<file path="config.mk">
export PLATFORM = sky130hd
export DESIGN_NAME = tdm_demux8_flat
export DESIGN_NICKNAME = d
export VERILOG_FILES = /design/src/rtl/tdm_demux8_if.sv /design/src/rtl/tdm_demux8.sv /design/src/flat_wrapper.sv
export SDC_FILE = /design/constraint.sdc
export NUM_CORES = 1
export LEC_CHECK = 0
export CORE_MARGIN = 10
export CORE_UTILIZATION = 45
export CTS_BUF_LIST = sky130_fd_sc_hd__clkbuf_16
export DETAILED_ROUTE_END_ITERATION = 12
export GPL_ROUTABILITY_DRIVEN = 0
export PLACE_DENSITY = 0.72
export SKIP_LAST_GASP = 1
export SLEW_MARGIN = 15
export SYNTH_ARGS = -nofsm -noshare
export SYNTH_HDL_FRONTEND = slang
export SYNTH_SLANG_ARGS = --single-unit
</file>
<file path="constraint.sdc">
create_clock -name clk -period 3.3 [get_ports clk]
set_clock_uncertainty 0.1 [all_clocks]
set_input_delay 0.66 -clock clk [delete_from_list [all_inputs] [get_ports clk]]
set_output_delay 0.66 -clock clk [all_outputs]
set_load 0.03 [all_outputs]
</file>
<file path="src/rtl/tdm_demux8_if.sv">
// Bus bundle for the TDM demultiplexer: serial beat in, assembled frame and status out.
interface tdm_demux8_if;
    logic       D;
    logic       V;
    logic       F;
    logic [7:0] O;
    logic       OV;
    logic [2:0] S;
    logic       LOCK;
    logic       ERR;

    modport master (output D, V, F, input O, OV, S, LOCK, ERR);
    modport slave  (input D, V, F, output O, OV, S, LOCK, ERR);
endinterface

</file>
<file path="src/rtl/tdm_demux8.sv">
// 1:8 TDM demultiplexer: serial slot bits are assembled into an 8-bit frame,
// with frame-marker alignment and short-frame detection.
module tdm_demux8 #(
    parameter bit SYNC_REQ = 1'b1
) (
    input  logic           clk,
    input  logic           rst_n,
    tdm_demux8_if.slave    bus
);
    typedef enum logic {UNLOCKED = 1'b0, LOCKED = 1'b1} state_t;
    localparam state_t RST_STATE = SYNC_REQ ? UNLOCKED : LOCKED;

    state_t     state_q, state_d;
    logic [7:0] b_q, b_d;
    logic [2:0] s_q, s_d;
    logic [7:0] o_q, o_d;
    logic       ov_q, ov_d;
    logic       err_q, err_d;

    always_ff @(posedge clk or negedge rst_n) begin
        if (!rst_n) begin
            state_q <= RST_STATE;
            b_q     <= 8'h00;
            s_q     <= 3'd0;
            o_q     <= 8'h00;
            ov_q    <= 1'b0;
            err_q   <= 1'b0;
        end else begin
            state_q <= state_d;
            b_q     <= b_d;
            s_q     <= s_d;
            o_q     <= o_d;
            ov_q    <= ov_d;
            err_q   <= err_d;
        end
    end

    always_comb begin
        state_d = state_q;
        b_d     = b_q;
        s_d     = s_q;
        o_d     = o_q;
        ov_d    = 1'b0;
        err_d   = 1'b0;
        if (bus.V) begin
            if (bus.F) begin
                // A marker always realigns; it is only an error if it cuts a frame short.
                err_d   = (state_q == LOCKED) && (s_q != 3'd0);
                b_d[0]  = bus.D;
                s_d     = 3'd1;
                state_d = LOCKED;
            end else if (state_q == LOCKED) begin
                b_d[s_q] = bus.D;
                s_d      = s_q + 3'd1;
                if (s_q == 3'd7) begin
                    o_d  = {bus.D, b_q[6:0]};
                    ov_d = 1'b1;
                end
            end
        end
    end

    assign bus.O    = o_q;
    assign bus.OV   = ov_q;
    assign bus.S    = s_q;
    assign bus.LOCK = (state_q == LOCKED);
    assign bus.ERR  = err_q;
endmodule

</file>
<file path="src/flat_wrapper.sv">
// flat-port wrapper written by rule: the top's interface ports become plain ports
module tdm_demux8_flat 
#(
    parameter bit SYNC_REQ = 1'b1
)
  (clk, rst_n, bus_D, bus_V, bus_F, bus_O, bus_OV, bus_S, bus_LOCK, bus_ERR);
  tdm_demux8_if bus_i ();
  input  logic clk;
  input  logic rst_n;
  input wire logic [$bits(bus_i.D)-1:0] bus_D;
  input wire logic [$bits(bus_i.V)-1:0] bus_V;
  input wire logic [$bits(bus_i.F)-1:0] bus_F;
  output wire logic [$bits(bus_i.O)-1:0] bus_O;
  output wire logic [$bits(bus_i.OV)-1:0] bus_OV;
  output wire logic [$bits(bus_i.S)-1:0] bus_S;
  output wire logic [$bits(bus_i.LOCK)-1:0] bus_LOCK;
  output wire logic [$bits(bus_i.ERR)-1:0] bus_ERR;
  assign bus_i.D = bus_D;
  assign bus_i.V = bus_V;
  assign bus_i.F = bus_F;
  assign bus_O = bus_i.O;
  assign bus_OV = bus_i.OV;
  assign bus_S = bus_i.S;
  assign bus_LOCK = bus_i.LOCK;
  assign bus_ERR = bus_i.ERR;
  tdm_demux8 #(.SYNC_REQ(SYNC_REQ)) u_core (.clk(clk), .rst_n(rst_n), .bus(bus_i));
endmodule
</file>
* Word level (Yosys, flattened, before mapping)
Cells that the tools add are included.
** Word-level totals
- Input port bits :: 5
- Output and inout bits :: 14
- Logic and storage cells :: 33
- Bits in registers :: 22
** Cells by class
- $lt $le $gt $ge :: 2
- Bitwise operators :: 1
- Muxes and demuxes :: 13
- $add $sub $neg :: 1
- Equal/unequal tests :: 1
- Reduce and logical (&&, ||, !) cells :: 8
** Operator list (number)
- 2-to-1 mux 1 bit :: 9
- bitwise mux 8 bit :: 1
- 2-to-1 mux 3 bit :: 2
- less-than comparator 3 x 4 -> 1 bit, second input constant :: 1
- AND reduction 2 bit :: 2
- AND reduction 4 bit :: 1
- adder 3 x 1 -> 3 bit, second input constant :: 1
- demux 1 bit (select 3 bit) :: 1
- equality test 3 bit, second input constant :: 1
- greater-or-equal comparator 3 x 1 -> 1 bit, second input constant :: 1
- AND reduction 3 bit :: 1
- nonzero test 3 bit :: 1
- logical AND 1 bit :: 2
- nonzero test 2 bit :: 1
- NOT 1 bit :: 1

* Depth between registers and ports, before layout
Gate-level depths: netlist of the first run.
- Depth after elaboration :: 7
- Gate-level depth with buffers :: 4
- Depth with buffers taken out :: 4

* Least setup slack after synthesis of the first run
Ideal clock, no wire load.
- Path kind :: register to register
- From :: register u_core.s_q[1] (netlist: u_core.bus.S[1])
- To :: register u_core.o_q[0] (netlist: u_core.bus.O[0])
- Clock period less this slack :: 1.649 ns
- Path slack :: 1.651 ns
- Required time :: 3.075 ns
- Setup time :: 0.125 ns
- Stages on the path, launching flop included :: 5
- Path buffers :: 0
- Arrival :: 1.424 ns
- Cell sequence :: dfrtp_1 -> ha_1 -> ha_1 -> nand2_4 -> mux2_2
** Between the ends
- Word-level cells in the longest chain between the ends :: 2
** Ends and longest elaborated chain
- from (decl) :: line tdm_demux8.sv:15 : logic [2:0] s_q, s_d;
- from (signal assigned) :: line tdm_demux8.sv:24 : s_q <= 3'd0;
- from (signal assigned) :: line tdm_demux8.sv:31 : s_q <= s_d;
- equality test 3 bit :: line tdm_demux8.sv:55 : if (s_q == 3'd7) begin
- AND reduction 4 bit (no line)
- to (signal assigned) :: line tdm_demux8.sv:25 : o_q <= 8'h00;
- to (signal assigned) :: line tdm_demux8.sv:32 : o_q <= o_d;
- to (decl) :: line tdm_demux8.sv:16 : logic [7:0] o_q, o_d;
Every way passes these cells.
A chain may end at the register's enable or synchronous reset.

* Worst setup path after layout of the first run
- From :: register u_core.s_q[2] (netlist: u_core.bus.S[2])
- To :: output bus_S[2]
** RTL lines
- to (decl) :: line flat_wrapper.sv:15 : output wire logic [$bits(bus_i.S)-1:0] bus_S;
No word-level cell between the ends.

==> results of run 1 <==
-- cells by family after synthesis --
group | after synthesis
flip-flops | 21
multiplexers | 15
AND/OR/NAND/NOR | 12
AO/OA/AOI/OAI | 7
buffers and inverters | 4
adder cells (fa/ha/maj) | 3
-- stage by stage --
stage          hold WS (ps)  utilization (%)
6_report                389             65.8
4_1_cts                 392             65.8
3_3_place_gp            371             61.3
3_5_place_dp            379             61.3
2_1_floorplan           264                -
5_1_grt                 405             65.8
-- state kept, by name, summed over array words and instances, names as in the netlist --
register / cells
u_core.bus.OV: 1
u_core.bus.O: 8
u_core.bus.ERR: 1
u_core.bus.S: 3
u_core.bus.LOCK: 1
u_core.b_q: 7
-- metal layers --
metal	up-vias	part of all wire, %	global-route usage (%)
li1	273	-	-
met1	282	44	9.02
met2	14	46	12.8
met3	4	7.9	3.48
met4	0	1.9	6.15
met5	-	0	0
-- where the power goes --
part	switching, mW	internal [mW]	total [mW]
clock network	0.0886	0.162	0.251
logic	0.102	0.0980	0.200
registers	0.0379	0.315	0.353
total	0.228	0.575	0.803
-- layout by cell type, fill, tap and decap left out --
master,netlist,routed
a21boi_0,1,1
a21o_1,1,1
a21oi_1,1,1
a22o_1,1,1
a22o_2,1,1
and3b_2,1,1
and4bb_1,1,1
clkbuf_16,0,3
clkdlybuf4s50_1,0,18
clkinv_2,0,1
dfrtp_1,21,21
ha_1,3,3
inv_1,4,4
mux2_1,3,3
mux2_2,12,12
nand2_4,1,1
nand3_1,4,4
nand4b_1,1,1
nor3_1,3,3
nor4b_1,1,1
o21ai_0,1,1
o21ai_1,1,1
-- layout make-up --
type / instances / area, µm²
fill: 139 / 609
timing repair buffer: 18 / 180
sequential: 21 / 526
clock buffer: 3 / 75.1
tap: 25 / 31.3
multi-input combinational: 37 / 342
clock inverter: 1 / 5.00
inverter: 4 / 15.0
-- worst max path at each step --
| stage | start | end | slack, ps | cells after the start |
|---|---|---|---|---|
| after floorplan | u_core.bus.S[1]$_DFFE_PN0P_ | u_core.bus.O[0]$_DFFE_PN0P_ | 1650 | 4 |
| after global placement | bus_F | u_core.b_q[3]$_DFFE_PN0P_ | 1080 | 4 |
| after detailed placement | bus_F | u_core.b_q[3]$_DFFE_PN0P_ | 1050 | 4 |
| after CTS | u_core.bus.S[2]$_DFFE_PN0P_ | bus_S[2] | 1050 | 1 |
| after global routing | u_core.bus.S[2]$_DFFE_PN0P_ | bus_S[2] | 1010 | 1 |
| final | u_core.bus.S[2]$_DFFE_PN0P_ | bus_S[2] | 1050 | 1 |
==> out/qor.csv, run 1 <==
metric;value;unit
outcome;completed;
Synth Flop Type;dfrtp_1;
cells taking the most area after synthesis;dfrtp_1 60%, mux2_2 15%, ha_1 4.3%;
post-route insts no fill;109;
Hold Crit Class;flop to flop;
Post-layout nets;93;
CP Class;flop to output pin;
Required @ worst endpoint;2540;ps
worst reg-to-reg path cell count;4;
mux cell area share after synthesis;19.1;%
Initial DRT Pass Iterations;2;
Hold Path Sink;u_core.b_q[4]$_DFFE_PN0P_;
final antenna-violating net count;0;
die height;64.3;µm
Reg-to-Reg Start;u_core.bus.S[1]$_DFFE_PN0P_;
routed wire length;1.59;mm
Rel. slew slack;39.6;%
most numerous cell in the Yosys netlist;dfrtp_1;
# H-tree levels;1;
CTS Buffer Depth;2;
number of global-route vias before repair;610;
min-delay src;u_core.b_q[4]$_DFFE_PN0P_;
Startpoint Class;flop;
Worst-Skew Late Latency;250;ps
core area;0.00178;mm²
total gr overflow;0;
Syn. warnings;0;
asr flop ratio synth;100;%
Post-Synth Simple-Gate Area;9.79;%
Final period util;68.1;%
main combinational cell family by area after synthesis;multiplexers;
pre-CTS setup slack;1050;ps
diode count;0;
Net Count, Synth;70;
DP Area;0.00109;mm²
CTS tree;done;
Reg clk slew, reported paths;60;ps
Final Max Slew Viols;0;
max cap viols;0;
R2R Path End;u_core.bus.O[6]$_DFFE_PN0P_;
total power;803;µW
Placed Cells;105;
Final TNS setup;0;ps
Post-CTS Hold Buffers;0;
delay of the slowest critical-path stage;730;ps
worst vdd ir;0.475;mV
slowest CP cell;clkdlybuf4s50_1;
post-route setup slack;1050;ps
final hold violation count;0;
pin count of the biggest net entering global routing;22;
RSZ-0062 raised after global routing;no;
io pins;19;
Vias;573;
starting density of the core;49.5;%
Yosys reg bits;21;
vias per std cell;5.26;
Gate Count Post-Synth;62;
CP max FO;9;
crit path time final;2250;ps
Mean Syn Cell Area;14.2;µm²
Synth-to-Final Area Change;33.1;%
Total Routing Usage GR;8.35;%
routed len/inst;14.6;µm
Worst Max-Slew Pin Slew;904;ps
Leakage;0.560;nW
EDFF count, synth;0;
port bufs;18;
first-pass GRT wire length;2.77;mm
post-cts sizing count;0;
clk sinks;21;
fin area;0.00117;mm²
Post-DP HPWL;1.15;mm
crit path DAT;1490;ps
# setup viols final;0;
Post-CTS Setup Bufs;0;
sequential fraction of the synthesis area;59.6;%
Commonest cells post-synth;21 x dfrtp_1, 12 x mux2_2, 4 x inv_1, 4 x nand3_1;
Setup crit end kind;output pin;
ratio of cells with drive above 1 in the final layout;22.6;%
CP delay by family, top;buffers and inverters;
Synth cell types;19;
Bufs and invs on worst path;1;
pwr dens;684;mW/mm²
Initial DRC Count;2;
Mapped Area;882;µm²
cell taking the most area after synthesis;dfrtp_1;
area share of fa/ha/maj cells after synthesis;4.26;%
Post-Synth XOR/XNOR Area;0;%
Synth top area share;59.6;%
area of the die;0.00413;mm²
Achievable Freq;445;MHz
initial antenna violation count;0;
Residual DRC;0;
CTS Buf Count;3;
compound-gate portion of the synthesized area;5.53;%
worst path cell trace;clkdlybuf4s50_1;
Die Wd;64.3;µm
num rows;15;
R2R Setup Slk;1700;ps
Hold Crit Depth;1;
CTS Root Cell;clkbuf_16;
Power figures use the tool's default switching activity.
==> run 2, diff against run 1 <==
==> constraint.sdc (replaced) <==
create_clock -name clk -period 2.35 [get_ports clk]
set_clock_uncertainty 0.1 [all_clocks]
set_input_delay 0.47 -clock clk [delete_from_list [all_inputs] [get_ports clk]]
set_output_delay 0.47 -clock clk [all_outputs]
set_load 0.03 [all_outputs]
==> run 2 against run 1 <==
Register-to-register slack got worse by 970 ps. Critical endpoint is now bus_S[1]. Power increased by 39%. Die area unchanged. Critical path depth unchanged. Sequential share of layout area decreased by 0.24 points. Design area increased by 0.53%.
==> out/qor.csv, run 2 (synthesis results as in run 1) <==
metric;value;unit;change
CP delay by family, top;buffers and inverters;;
most frequent cells in the layout;21 x dfrtp_1, 18 x clkdlybuf4s50_1, 12 x mux2_2;;
worst vdd ir;0.779;mV;+64%
CTS Buf Count;3;;unchanged
Vias;561;;-2.1%
Total Routing Usage GR;7.67;%;-0.67 points
Post-CTS Setup Bufs;0;;unchanged
met3 wire length;124;µm;-1.6%
die height;64.3;µm;unchanged
max cap viols;0;;unchanged
slowest CP cell;clkdlybuf4s50_1;;
final antenna-violating net count;0;;unchanged
crit path DAT;1480;ps;about the same
Die Wd;64.3;µm;unchanged
Residual DRC;0;;unchanged
Startpoint Class;flop;;
crit path time final;2050;ps;
clk sinks;21;;unchanged
pin count of the biggest net entering global routing;22;;unchanged
CTS Root Cell;clkbuf_16;;
Required @ worst endpoint;1780;ps;-760 ps
CTS tree;done;;
CP max FO;9;;unchanged
core area;0.00178;mm²;unchanged
num rows;15;;unchanged
Initial DRT Pass Iterations;2;;unchanged
DP Area;0.00110;mm²;+0.69%
Worst Max-Slew Pin Slew;344;ps;-560 ps
Hold Slack;384;ps;-4.60 ps
starting density of the core;49.5;%;unchanged
most common cell after layout, fill and taps aside;dfrtp_1;;
fin area;0.00118;mm²;+0.53%
total gr overflow;0;;unchanged
fillers;143;;+2.9%
worst path cell trace;clkdlybuf4s50_1;;
Post-layout nets;94;;+1.1%
post-route insts no fill;110;;+0.92%
post-route setup slack;296;ps;-757 ps
Final Util;66.2;%;+0.35 points
outcome;completed;;
Bufs and invs on worst path;1;;unchanged
first-pass GRT wire length;2.59;mm;-6.5%
Initial DRC Count;8;;+6
diode count;0;;unchanged
pwr dens;947;mW/mm²;+38%
Worst-Skew Late Latency;250;ps;about the same
Post-DP HPWL;1.11;mm;-3.7%
met2 wire length;719;µm;-1.6%
initial antenna violation count;0;;unchanged
Setup crit end kind;output pin;;
post-cts sizing count;0;;unchanged
Hold Crit Class;flop to flop;;
Leakage;0.566;nW;+1.1%
io pins;19;;unchanged
vias per std cell;5.10;;-3.0%
Final TNS setup;0;ps;unchanged
routed wire length;1.52;mm;-4.1%
Rel. slew slack;76.8;%;+37 points
total power;1.12;mW;+39%
max reg flops;8;;unchanged
Final Max Slew Viols;0;;unchanged
Placed Cells;106;;+0.95%
Synth-to-Final Area Change;33.8;%;
delay of the slowest critical-path stage;730;ps;about the same
Final period util;87.4;%;
Achievable Freq;487;MHz;
ratio of cells with drive above 1 in the final layout;22.4;%;-0.27 points
CTS Buffer Depth;2;;unchanged
# setup viols final;0;;unchanged
number of global-route vias before repair;581;;-4.8%
port bufs;18;;unchanged
RSZ-0062 raised after global routing;no;;
# H-tree levels;1;;unchanged
routed length on met1;662;µm;-5.2%
final hold violation count;0;;unchanged
DR top layer;met4;;
CP Class;flop to output pin;;
pre-CTS setup slack;316;ps;-734 ps
Reg clk slew, reported paths;50;ps;about the same
area of the die;0.00413;mm²;unchanged
Post-CTS Hold Buffers;0;;unchanged
routed len/inst;13.8;µm;-5.0%
[run 2: power by group]
part / total, mW / switching [mW] / internal [mW]
logic: 0.283 / 0.144 / 0.139
clock network: 0.341 / 0.115 / 0.226
registers: 0.494 / 0.0518 / 0.442
[run 2: final timing paths]
path / start / end / slack (ps) / cells after the start
setup / recovery: u_core.bus.S[1]$_DFFE_PN0P_ / bus_S[1] / 300 / 1
hold / removal: u_core.b_q[6]$_DFFE_PN0P_ / u_core.b_q[6]$_DFFE_PN0P_ / 380 / 1
setup reg to reg: u_core.bus.S[1]$_DFFE_PN0P_ / u_core.bus.O[0]$_DFFE_PN0P_ / 730 / 4
hold reg to reg: u_core.b_q[6]$_DFFE_PN0P_ / u_core.b_q[6]$_DFFE_PN0P_ / 380 / 1
max in group asynchronous: rst_n / u_core.bus.O[3]$_DFFE_PN0P_ / 1470 / 2
min in group asynchronous: rst_n / u_core.bus.O[7]$_DFFE_PN0P_ / 470 / 2
[run 2: area by class of cell]
class / instances / area [µm²] / share of cell area [%]
clock buffers: 3 / 75.1 / 6.36
multi-input cells: 37 / 342 / 29.0
well taps: 25 / 31.3 / 2.65
clock inverters: 1 / 3.75 / 0.318
repair buffers: 19 / 188 / 15.9
flip-flops and latches: 21 / 526 / 44.5
inverters: 4 / 15.0 / 1.27
[run 2: layer usage]
metal  vias up  global-route usage, %
li1        274                      -
met1       273                   8.20
met3         2                   3.83
met2        12                   12.6
met5         -                      0
met4         0                   3.21
